### config.mk
export PLATFORM = sky130hd
export DESIGN_NAME = branch_resolve_ctrl
export DESIGN_NICKNAME = d
export VERILOG_FILES = /design/src/rtl/branch_resolve_ctrl.sv
export SDC_FILE = /design/constraint.sdc
export NUM_CORES = 1
export LEC_CHECK = 0
export BUFFER_PORTS_ARGS = -buffer_cell sky130_fd_sc_hd__buf_2
export CORE_MARGIN = 1
export CORE_UTILIZATION = 45
export CTS_CLUSTER_DIAMETER = 100
export DETAILED_ROUTE_END_ITERATION = 7
export GPL_TIMING_DRIVEN = 0
export MAX_ROUTING_LAYER = met4
export PLACE_DENSITY_LB_ADDON = 0.15
export SKIP_CTS_REPAIR_TIMING = 1
export SLEW_MARGIN = 20
export SYNTH_ARGS = -nofsm -noshare
export SYNTH_HDL_FRONTEND = slang
export SYNTH_SLANG_ARGS = --single-unit
### constraint.sdc
create_clock -name Clock -period 6.3 [get_ports Clock]
set_clock_uncertainty 0.05 [all_clocks]
set_input_delay 0.315 -clock Clock [delete_from_list [all_inputs] [get_ports Clock]]
set_output_delay 0.315 -clock Clock [all_outputs]
set_load 0.02 [all_outputs]
### src/rtl/branch_resolve_ctrl.sv
// Branch resolution controller: keeps an in-order queue of predicted branches,
// issues 1-bit predictor updates and recovers fetch after a mispredict.
module branch_resolve_ctrl #(
  parameter int DEPTH        = 4,
  parameter int PC_W         = 32,
  parameter int IDX_W        = 4,
  parameter int FLUSH_CYCLES = 2
) (
  input  logic                   Clock,
  input  logic                   Reset_n,
  input  logic                   Fetch_Valid,
  input  logic [0:IDX_W-1]       Fetch_Index,
  input  logic                   Fetch_Pred,
  input  logic [0:PC_W-1]        Fetch_Alt_PC,
  input  logic                   Resolve_Valid,
  input  logic                   Resolve_Taken,
  output logic                   Upd_En,
  output logic [0:IDX_W-1]       Upd_Index,
  output logic [0:1]             Upd_PredActual,
  output logic                   Flush,
  output logic                   Redirect_Valid,
  output logic [0:PC_W-1]        Redirect_PC,
  output logic                   Stall_Fetch,
  output logic [0:$clog2(DEPTH)] Inflight_Count,
  output logic                   Err
);

  localparam int PTR_W = $clog2(DEPTH);
  localparam int CNT_W = PTR_W + 1;
  localparam logic [CNT_W-1:0] FULL       = CNT_W'(DEPTH);
  localparam logic [3:0]       FLUSH_LOAD = 4'(FLUSH_CYCLES);

  typedef enum logic {S_RUN, S_FLUSH} state_e;

  state_e             state_q, state_d;
  logic [3:0]         flush_cnt_q, flush_cnt_d;
  logic [PTR_W-1:0]   wr_ptr_q, wr_ptr_d, rd_ptr_q, rd_ptr_d;
  logic [CNT_W-1:0]   count_q, count_d;
  logic               err_q, err_d;
  logic               upd_en_q, upd_en_d;
  logic [IDX_W-1:0]   upd_index_q, upd_index_d;
  logic [1:0]         upd_pa_q, upd_pa_d;
  logic               recover_q, recover_d;
  logic [PC_W-1:0]    redirect_pc_q, redirect_pc_d;

  logic [IDX_W-1:0]   idx_mem  [DEPTH];
  logic               pred_mem [DEPTH];
  logic [PC_W-1:0]    alt_mem  [DEPTH];

  logic               stall;
  logic               push, pop, mispredict, resolve_run, mem_we;
  logic [IDX_W-1:0]   head_idx;
  logic               head_pred;
  logic [PC_W-1:0]    head_alt;

  assign head_idx    = idx_mem[rd_ptr_q];
  assign head_pred   = pred_mem[rd_ptr_q];
  assign head_alt    = alt_mem[rd_ptr_q];
  assign resolve_run = Resolve_Valid && (state_q == S_RUN);
  assign pop         = resolve_run && (count_q != '0);
  assign mispredict  = pop && (head_pred != Resolve_Taken);
  assign push        = Fetch_Valid && !stall;
  // A push coinciding with a mispredict belongs to the squashed path.
  assign mem_we      = push && !mispredict;

  always_ff @(posedge Clock or negedge Reset_n) begin
    if (!Reset_n) begin
      state_q     <= S_RUN;
      flush_cnt_q <= '0;
    end else begin
      state_q     <= state_d;
      flush_cnt_q <= flush_cnt_d;
    end
  end

  always_comb begin
    state_d     = state_q;
    flush_cnt_d = flush_cnt_q;
    case (state_q)
      S_RUN: begin
        if (mispredict) begin
          state_d     = S_FLUSH;
          flush_cnt_d = FLUSH_LOAD;
        end
      end
      S_FLUSH: begin
        if (flush_cnt_q == '0) state_d = S_RUN;
        else                   flush_cnt_d = flush_cnt_q - 4'd1;
      end
      default: state_d = S_RUN;
    endcase
  end

  always_comb begin
    stall = (count_q == FULL) || (state_q == S_FLUSH);
  end

  always_comb begin
    wr_ptr_d = wr_ptr_q;
    rd_ptr_d = rd_ptr_q;
    count_d  = count_q;
    if (mispredict) begin
      rd_ptr_d = wr_ptr_q;
      count_d  = '0;
    end else begin
      if (push) wr_ptr_d = wr_ptr_q + PTR_W'(1);
      if (pop)  rd_ptr_d = rd_ptr_q + PTR_W'(1);
      if (push && !pop)      count_d = count_q + CNT_W'(1);
      else if (!push && pop) count_d = count_q - CNT_W'(1);
    end
  end

  always_comb begin
    err_d         = err_q || (resolve_run && (count_q == '0));
    upd_en_d      = pop;
    upd_index_d   = pop ? head_idx : upd_index_q;
    upd_pa_d      = pop ? {head_pred, Resolve_Taken} : upd_pa_q;
    recover_d     = mispredict;
    redirect_pc_d = mispredict ? head_alt : redirect_pc_q;
  end

  always_ff @(posedge Clock or negedge Reset_n) begin
    if (!Reset_n) begin
      wr_ptr_q      <= '0;
      rd_ptr_q      <= '0;
      count_q       <= '0;
      err_q         <= 1'b0;
      upd_en_q      <= 1'b0;
      upd_index_q   <= '0;
      upd_pa_q      <= '0;
      recover_q     <= 1'b0;
      redirect_pc_q <= '0;
    end else begin
      wr_ptr_q      <= wr_ptr_d;
      rd_ptr_q      <= rd_ptr_d;
      count_q       <= count_d;
      err_q         <= err_d;
      upd_en_q      <= upd_en_d;
      upd_index_q   <= upd_index_d;
      upd_pa_q      <= upd_pa_d;
      recover_q     <= recover_d;
      redirect_pc_q <= redirect_pc_d;
    end
  end

  // Entry storage needs no reset: occupancy alone decides what is valid.
  always_ff @(posedge Clock) begin
    if (mem_we) begin
      idx_mem[wr_ptr_q]  <= Fetch_Index;
      pred_mem[wr_ptr_q] <= Fetch_Pred;
      alt_mem[wr_ptr_q]  <= Fetch_Alt_PC;
    end
  end

  assign Upd_En         = upd_en_q;
  assign Upd_Index      = upd_index_q;
  assign Upd_PredActual = upd_pa_q;
  assign Flush          = recover_q;
  assign Redirect_Valid = recover_q;
  assign Redirect_PC    = redirect_pc_q;
  assign Stall_Fetch    = stall;
  assign Inflight_Count = count_q;
  assign Err            = err_q;

endmodule
---- Word-level counts from Yosys, hierarchy flattened ----
Memory sizes are Yosys's and may differ from the RTL's. A register that Yosys moved wholly into a read port is not among the register bits.
Cells that the tools add are included.
cells by class
  add/subtract/negate cells ............... 5
  equal/unequal tests ..................... 4
  mux-type cells .......................... 13
  bitwise logic cells ..................... 2
  reductions and logical operators ........ 23
operator list
  cell                 number
  $mux 3               3
  $logic_and 1x1->1    8
  $mux 4               2
  $pmux 4 s2           1
  $logic_not 1->1      6
  $reduce_bool 3->1    2
  $add 2x1->2 const B  2
  $logic_not 4->1      1
  $mux 1               4
  $mux 2               2
  $ne 2x2->1 const B   2
  $reduce_and 2->1     2
  $sub 4x1->4 const B  1
  $add 3x1->3 const B  1
  $eq 3x3->1 const B   1
  $logic_not 3->1      1
  $sub 3x1->3 const B  1
  $logic_or 1x1->1     2
  $not 1->1            2
  $pmux 1 s2           1
  $reduce_bool 2->1    1
  $ne 1x1->1           1
word-level totals
  register bits ........................... 17
  bits in writable memories ............... 148
  bits of input ports ..................... 42
  output and inout port bits .............. 46
  word-level logic and storage cells ...... 59
  memories kept ........................... 3
memory list
  memory    words  width  read ports  clocked after Yosys merged registers in  wr ports  line  source
  alt_mem   4      32     1           1                                        1         48    logic [PC_W-1:0] alt_mem [DEPTH];
  idx_mem   4      4      1           1                                        1         46    logic [IDX_W-1:0] idx_mem [DEPTH];
  pred_mem  4      1      1           0                                        1         47    logic pred_mem [DEPTH];

---- Logic depth before layout (Yosys ltp) ----
Gate-level depths: netlist of run 1.
  word-level depth ........................ 9
  depth in mapped cells ................... 11
  mapped depth without buffers ............ 9

---- Worst setup path after synthesis of run 1 ----
OpenSTA, ideal clock, no wires.
  path kind ............................... register to register
  start ................................... register count_q[0] (netlist: Inflight_Count[2])
  end ..................................... memory alt_mem[0][0] (enable)
  arrival ................................. 2.278 ns
  slack ................................... 3.574 ns
  cell stages (with the launch flop) ...... 7
  buffers on the path ..................... 1
  period minus slack after synthesis ...... 2.726 ns
  path through ............................ dfrtp_1 > nor3_1 > nand2b_1 > clkbuf_1 > inv_2 > nand2_4 > and3_1
on the way
  longest elaborated chain between the ends .. 7
  elaborated cells between the ends (all ways) .. 11
  those cells by class .................... eq/ne (1); mux (2); reduce/logical (8)
RTL lines
  item                                                          line    source
  start, declared                                               38      logic [CNT_W-1:0] count_q, count_d;
  start signal, assigned                                        136     count_q <= count_d;
  $eq 3x3->1 / $reduce_bool 3->1 (equally long branches)        95, 60
  $logic_or 1x1->1 / $logic_and 1x1->1 (equally long branches)  95, 60
  $logic_not 1->1 / $logic_and 1x1->1 (equally long branches)   62, 61
  $logic_and 1x1->1 / $logic_not 1->1 (equally long branches)   62, 64
  $logic_and 1x1->1 (*)                                         64      assign mem_we = push && !mispredict;
  $mux 1 (*)                                                    148     if (mem_we) begin
  $mux 1 (implied by the code) (*)                              151     alt_mem[wr_ptr_q] <= Fetch_Alt_PC;
  end, declared                                                 48
Mark *: on every way between the ends. The rest lies on a longest branch, timed or not.

---- Worst setup path in the final report of run 1 ----
  start ................................... register count_q[0] (netlist: Inflight_Count[2])
  end ..................................... register count_q[1] (netlist: Inflight_Count[1])
on the way
  longest elaborated chain between the ends .. 7
  elaborated cells between the ends (all ways) .. 17
  those cells by class .................... add/sub (2); eq/ne (1); mux (3); reduce/logical (11)
RTL lines
  item
  parallel branches: the longest is 7 deep, another holds $sub 3x1->3
Several ways; the timed one is not identified. The select of a mux whose other input is x is not followed.
A chain may end at the register's enable or synchronous reset.

==> impl_metrics.toml, run 1 <==
[placed_design]
io_buffers = 87
dp_slack_ns = 3.563
dp.cells = 691
dp_hpwl_um = 8695
gp_congestion = 0.7529
dpl_cell_area_um2 = 8588

[final_layout]
diodes = 0
finalNonFillerCells = 760
final_cell_mix = "edfxtp_1, buf_2, dfrtp_1"
fin_nets = 574
seq_area_um2 = 5771
final_common_cell = "edfxtp_1"
fin_area_um2 = 9532
drive_above_1_share_pct = 36.85
multiInputGateArea_um2 = 1849
fillCellCount = 1326
syn_to_final_growth_pct = 22.83
fin_util_pct = 57.07

[global_route]
track_usage_pct = 17.15
overflow = 0
grt_pass1_vias = 3982
antenna_found_initial = 0
grt_max_degree = 54
grt_pass1_wl_um = 22070

[drt]
drcViolationCount = 0
viasPerCell = 5.049
dr.first_iter.drc_count = 179
via_count = 3837
wl_per_cell_um = 18.54
routed_wl_um = 14090
postRouteAntennaNets = 0
dr.pass1.iters = 4

[logic_synthesis]
yosysWarnings = 0
syn-cell-area_um2 = 7760
yosysSeqAreaShare_pct = 74.36
synth-simple-area-share_pct = 3.015
syn_nets = 428
synth_edf_count = 148
syn_avg_cell_area_um2 = 20.42
async_flop_share_pct = 26.37
muxShareOfSynthArea_pct = 17.09
ys_types = 42
synthCells = 380
synth_top_family_by_area = "multiplexers"
synth_xor_area_share_pct = 0.9836
synthAdderAreaFrac_pct = 1.064
synth_compound_area_share_pct = 1.612
synth_ff_type = "edfxtp_1"
ys_ff_latch = 201

[setup_path]
cp_data_arrival_time_ns = 3.10
cp_max_fo = 10
crit_buf_inv = 3
cpPeakStageDelay_ns = 0.43
crit_top_cell = "clkbuf_1"
worst_path_dominant_cell_family = "buffers and inverters"
cpMaxStageDelayCell = "fa_1"
crit_type = "reg -> reg"
worst-endpoint-required_ns = 6.64
startpoint_type = "register"
setup.worst_path.end_class = "register"
cp_cell_sequence = "nor3_1 -> nand2b_1 -> clkbuf_1 -> clkbuf_1 -> nand2_1 -> inv_1 -> fa_1 -> a21oi_1 -> o211ai_1 -> o221ai_1"

[clocking]
clkSinkCount = 201
cts_max_path_buffers = 3
cts_tree = "yes"
ctsHtreeMaxLevel = 1
numCtsBuffers = 21
cts.clk_slew.worst_paths_ns = 0.06
cts-root-buf = "clkbuf_16"
clk_latency_ns = 0.48

[pwr]
ir_drop_mv = 0.2769
p_leak_uw = 0.003628
pwr_density_cell_nw_per_um2 = 462.5

[timing]
setup_ws_ns = 3.538
fmax_mhz = 362.1
min_period_ns = 2.762
setup_tns_ns = 0
finalCritPeriodShare_pct = 43.84
final-hold-violation-count = 0
max_slew_margin_pct = 36.60
slew_violations = 0
worst_pin_slew_ns = 0.9509
rsz0062_at_grt = "no"
setup-violations-final = 0

[floorplan]
initial_core_util_pct = 46.46
placementRows = 47
core_area_um2 = 16700
die_w_um = 133.3
pin_count = 88
fp.dieH_um = 133.3
die_area_um2 = 17770

[run]
drv_cap = 0

[outcome]
status = "finished clean"

[hold_path]
hold_path_class = "in -> reg"
[registers in the layout (all words and copies together) (netlist names), 2 cells and up]
name / cells
idx_mem: 16
Upd_Index: 4
Inflight_Count: 3
flush_cnt_q: 4
Upd_PredActual: 2
pred_mem: 4
alt_mem: 128
Redirect_PC: 32
wr_ptr_q: 2
rd_ptr_q: 2
[cells by family (layout without fill, tap and decap cells)]
logic type / Yosys count / after routing
flip-flops: 201 / 201
multiplexers: 72 / 72
AND/OR/NAND/NOR: 48 / 48
buffers and inverters: 29 / 189
AO/OA/AOI/OAI: 17 / 17
XOR/XNOR: 7 / 7
adder cells (fa/ha/maj): 6 / 6
[final timing paths]
check / slack (ns) / to / from / depth (start not counted)
max reg2reg: 3.54 / Inflight_Count[1]$_DFFE_PN0P_ / Inflight_Count[2]$_DFFE_PN0P_ / 10
max: 3.54 / Inflight_Count[1]$_DFFE_PN0P_ / Inflight_Count[2]$_DFFE_PN0P_ / 10
max in group asynchronous: 5.33 / Redirect_PC[2]$_DFFE_PN0P_ / Reset_n / 2
min: 0.006 / alt_mem[3][2]$_DFFE_PP_ / Fetch_Alt_PC[29] / 1
min in group asynchronous: 0.39 / Inflight_Count[1]$_DFFE_PN0P_ / Reset_n / 2
min reg2reg: 0.41 / Err$_DFF_PN0_ / Err$_DFF_PN0_ / 1
[synthesized netlist by cell type, types with 2 or more instances]
| cell type | number | area [um^2] |
|---|---|---|
| nand4_1 | 2 | 12.51 |
| edfxtp_1 | 148 | 4444 |
| nor2_1 | 4 | 15.01 |
| ha_1 | 5 | 62.56 |
| and2_1 | 2 | 12.51 |
| o211ai_1 | 2 | 15.01 |
| mux2_1 | 6 | 67.56 |
| clkbuf_1 | 12 | 45.04 |
| nand2_1 | 24 | 90.09 |
| buf_6 | 4 | 45.04 |
| dfrtp_1 | 53 | 1326 |
| mux2_4 | 27 | 405.4 |
| xor2_1 | 3 | 26.28 |
| a31oi_1 | 2 | 12.51 |
| mux4_2 | 37 | 833.3 |
| and3_1 | 5 | 31.28 |
| nor3_1 | 2 | 10.01 |
| o21ai_1 | 2 | 10.01 |
| inv_1 | 10 | 37.54 |
| nor2b_1 | 3 | 18.77 |
| mux2i_1 | 2 | 20.02 |
| o31ai_1 | 2 | 15.01 |
| xnor2_1 | 2 | 17.52 |
| nand2b_1 | 3 | 18.77 |
[routing by layer]
metal  up-vias  GRT usage (%)  wire length [um]
met4         0          4.482               282
li1       1776              -                 -
met3        23          4.148               782
met2        86          27.86              7050
met1      1952          21.73              5979
met5         -              -                 0
[stage by stage]
stage	hold WS (ns)	total power (uW)
floorplan	-0.03059	2891
global placement	0.3845	3275
detailed placement	0.3978	3339
CTS	-0.1230	4464
global route	0.001028	4653
finish	0.005992	4408
[cell type report]
class | count | area share (%)
plain buffers | 17 | 1.024
clock buffers | 27 | 6.065
clock inverters | 10 | 0.4726
inverters | 12 | 0.4988
multi-input cells | 150 | 19.40
flip-flops and latches | 201 | 60.54
well taps | 220 | 2.888
repair buffers | 123 | 9.110
[report_power, final]
part           internal [uW]  switching [uW]
clock                    643             466
sequential              1740             137
combinational            672             754
Note: power is estimated with default switching activity, not from simulation.
==> run 2, diff against run 1 <==
Clock period 6.3 ns to 2.6 ns, I/O delays scaled along.
==> impl_metrics.toml, run 2 (synthesis results as in run 1) <==
[outcome]
status = "finished clean"

[final_layout]
final_cell_mix = "edfxtp_1, buf_2, dfrtp_1"
largest-register = "alt_mem"
drive_above_1_share_pct = 37.43
largest_reg_flops = 128
fillCellCount = 1303
fin_nets = 577
diodes = 0
syn_to_final_growth_pct = 24.33
final_common_cell = "edfxtp_1"

[pwr]
pwr_density_cell_nw_per_um2 = 1146
p_leak_uw = 0.003656
ir_drop_mv = 0.5629

[drt]
routed_wl_um = 14120
postRouteAntennaNets = 0
viasPerCell = 5.024
dr.pass1.iters = 4
via_count = 3843
dr.first_iter.drc_count = 141
wl_per_cell_um = 18.46
drcViolationCount = 0

[timing]
slew_violations = 0
worst_pin_slew_ns = 0.8940
final-hold-violation-count = 0
setup-violations-final = 0
finalCritPeriodShare_pct = 93.96
setup_tns_ns = 0
rsz0062_at_grt = "no"
fmax_mhz = 409.3
max_slew_margin_pct = 40.40
hold_ws_ns = 0.03337
min_period_ns = 2.443

[floorplan]
pin_count = 88
fp.dieH_um = 133.3
placementRows = 47
die_area_um2 = 17770
core_area_um2 = 16700
die_w_um = 133.3
initial_core_util_pct = 46.46

[hold_path]
whs_path_depth = 5
hold_path_class = "in -> reg"
min_from = "Resolve_Valid"

[global_route]
antenna_found_initial = 0
grt_pass1_wl_um = 22290
grt_max_degree = 38
track_usage_pct = 17.14
grt_pass1_vias = 3985
overflow = 0

[setup_path]
cp_max_fo = 9
cp_data_arrival_time_ns = 2.75
cp_cell_sequence = "or3b_1 -> and2_1 -> nand2_1 -> inv_1 -> fa_1 -> a21oi_1 -> o211ai_1 -> o221ai_1"
cpPeakStageDelay_ns = 0.50
cpMaxStageDelayCell = "fa_1"
worst-endpoint-required_ns = 2.91
setup.worst_path.end_class = "register"
crit_buf_inv = 1
reg2regPathDepth = 8
worst_path_dominant_cell_family = "simple AND/OR/NAND/NOR gates"
reg2reg_from = "Inflight_Count[0]$_DFFE_PN0P_"
startpoint_type = "register"
crit_type = "reg -> reg"
crit_start = "Inflight_Count[0]$_DFFE_PN0P_"
cp.depth = 8

[clocking]
clkSinkCount = 201
ctsHtreeMaxLevel = 1
cts_tree = "yes"
cts_max_path_buffers = 3
cts.clk_slew.worst_paths_ns = 0.06
clk_latency_ns = 0.49
numCtsBuffers = 22
cts-root-buf = "clkbuf_16"

[placed_design]
gp_congestion = 0.7255
dp_hpwl_um = 8358
io_buffers = 87

[run]
drv_cap = 0
[run 2: path summary, 6_finish.rpt]
kind                                                  to  slack, ns
max in group asynchronous     Redirect_PC[8]$_DFFE_PN0P_       1.94
min                        Inflight_Count[0]$_DFFE_PN0P_       0.03
max                        Inflight_Count[1]$_DFFE_PN0P_       0.16
max reg2reg                Inflight_Count[1]$_DFFE_PN0P_       0.16
min reg2reg                                Err$_DFF_PN0_       0.42
min in group asynchronous  Inflight_Count[0]$_DFFE_PN0P_       0.05
[run 2: layout make-up]
cell class | count | area (um^2) | area share, %
flip-flops and latches | 201 | 5771 | 59.81
well taps | 220 | 275.3 | 2.853
repair buffers | 127 | 848.3 | 8.793
clock inverters | 13 | 152.6 | 1.582
multi-input cells | 150 | 1872 | 19.40
inverters | 12 | 47.55 | 0.4928
plain buffers | 15 | 91.34 | 0.9467
clock buffers | 27 | 590.6 | 6.121
[run 2: per-layer routing]
layer / share of wire (%) / global-route usage (%) / up-vias
met2: 50 / 27.66 / 94
met5: 0 / - / -
li1: - / - / 1783
met4: 2.1 / 4.609 / 0
met1: 43 / 21.85 / 1943
met3: 4.6 / 4.072 / 23
[run 2: stage by stage]
| step | utilization [%] | area [um^2] | cells | total power, uW | worst slack, ns |
|---|---|---|---|---|---|
| floorplan | - | 7765 | 380 | 7000 | 0.1850 |
| global placement | 50.75 | 8476 | 687 | 7926 | -0.2603 |
| detailed placement | 50.88 | 8498 | 688 | 8017 | -0.2591 |
| CTS | 55.33 | 9241 | 728 | 11180 | -0.2783 |
| global route | 57.77 | 9648 | 765 | 11670 | 0.004593 |
| finish | 57.77 | 9648 | 765 | 11060 | 0.1570 |
[run 2: worst reg2reg max path, delay by kind of cell (launching register included)]
kind | cells | cell delay, ns
flip-flops | 1 | 0.46
AND/OR/NAND/NOR | 3 | 0.86
AO/OA/AOI/OAI | 3 | 0.38
buffers and inverters | 1 | 0.05
adder cells (fa/ha/maj) | 1 | 0.50
[run 2: where the power goes]
part           switching, uW  total [uW]  leakage (uW)  internal [uW]
clock                   1210        3130      0.000352           1920
combinational           1790        3370       0.00133           1590
sequential               351        4560       0.00198           4210
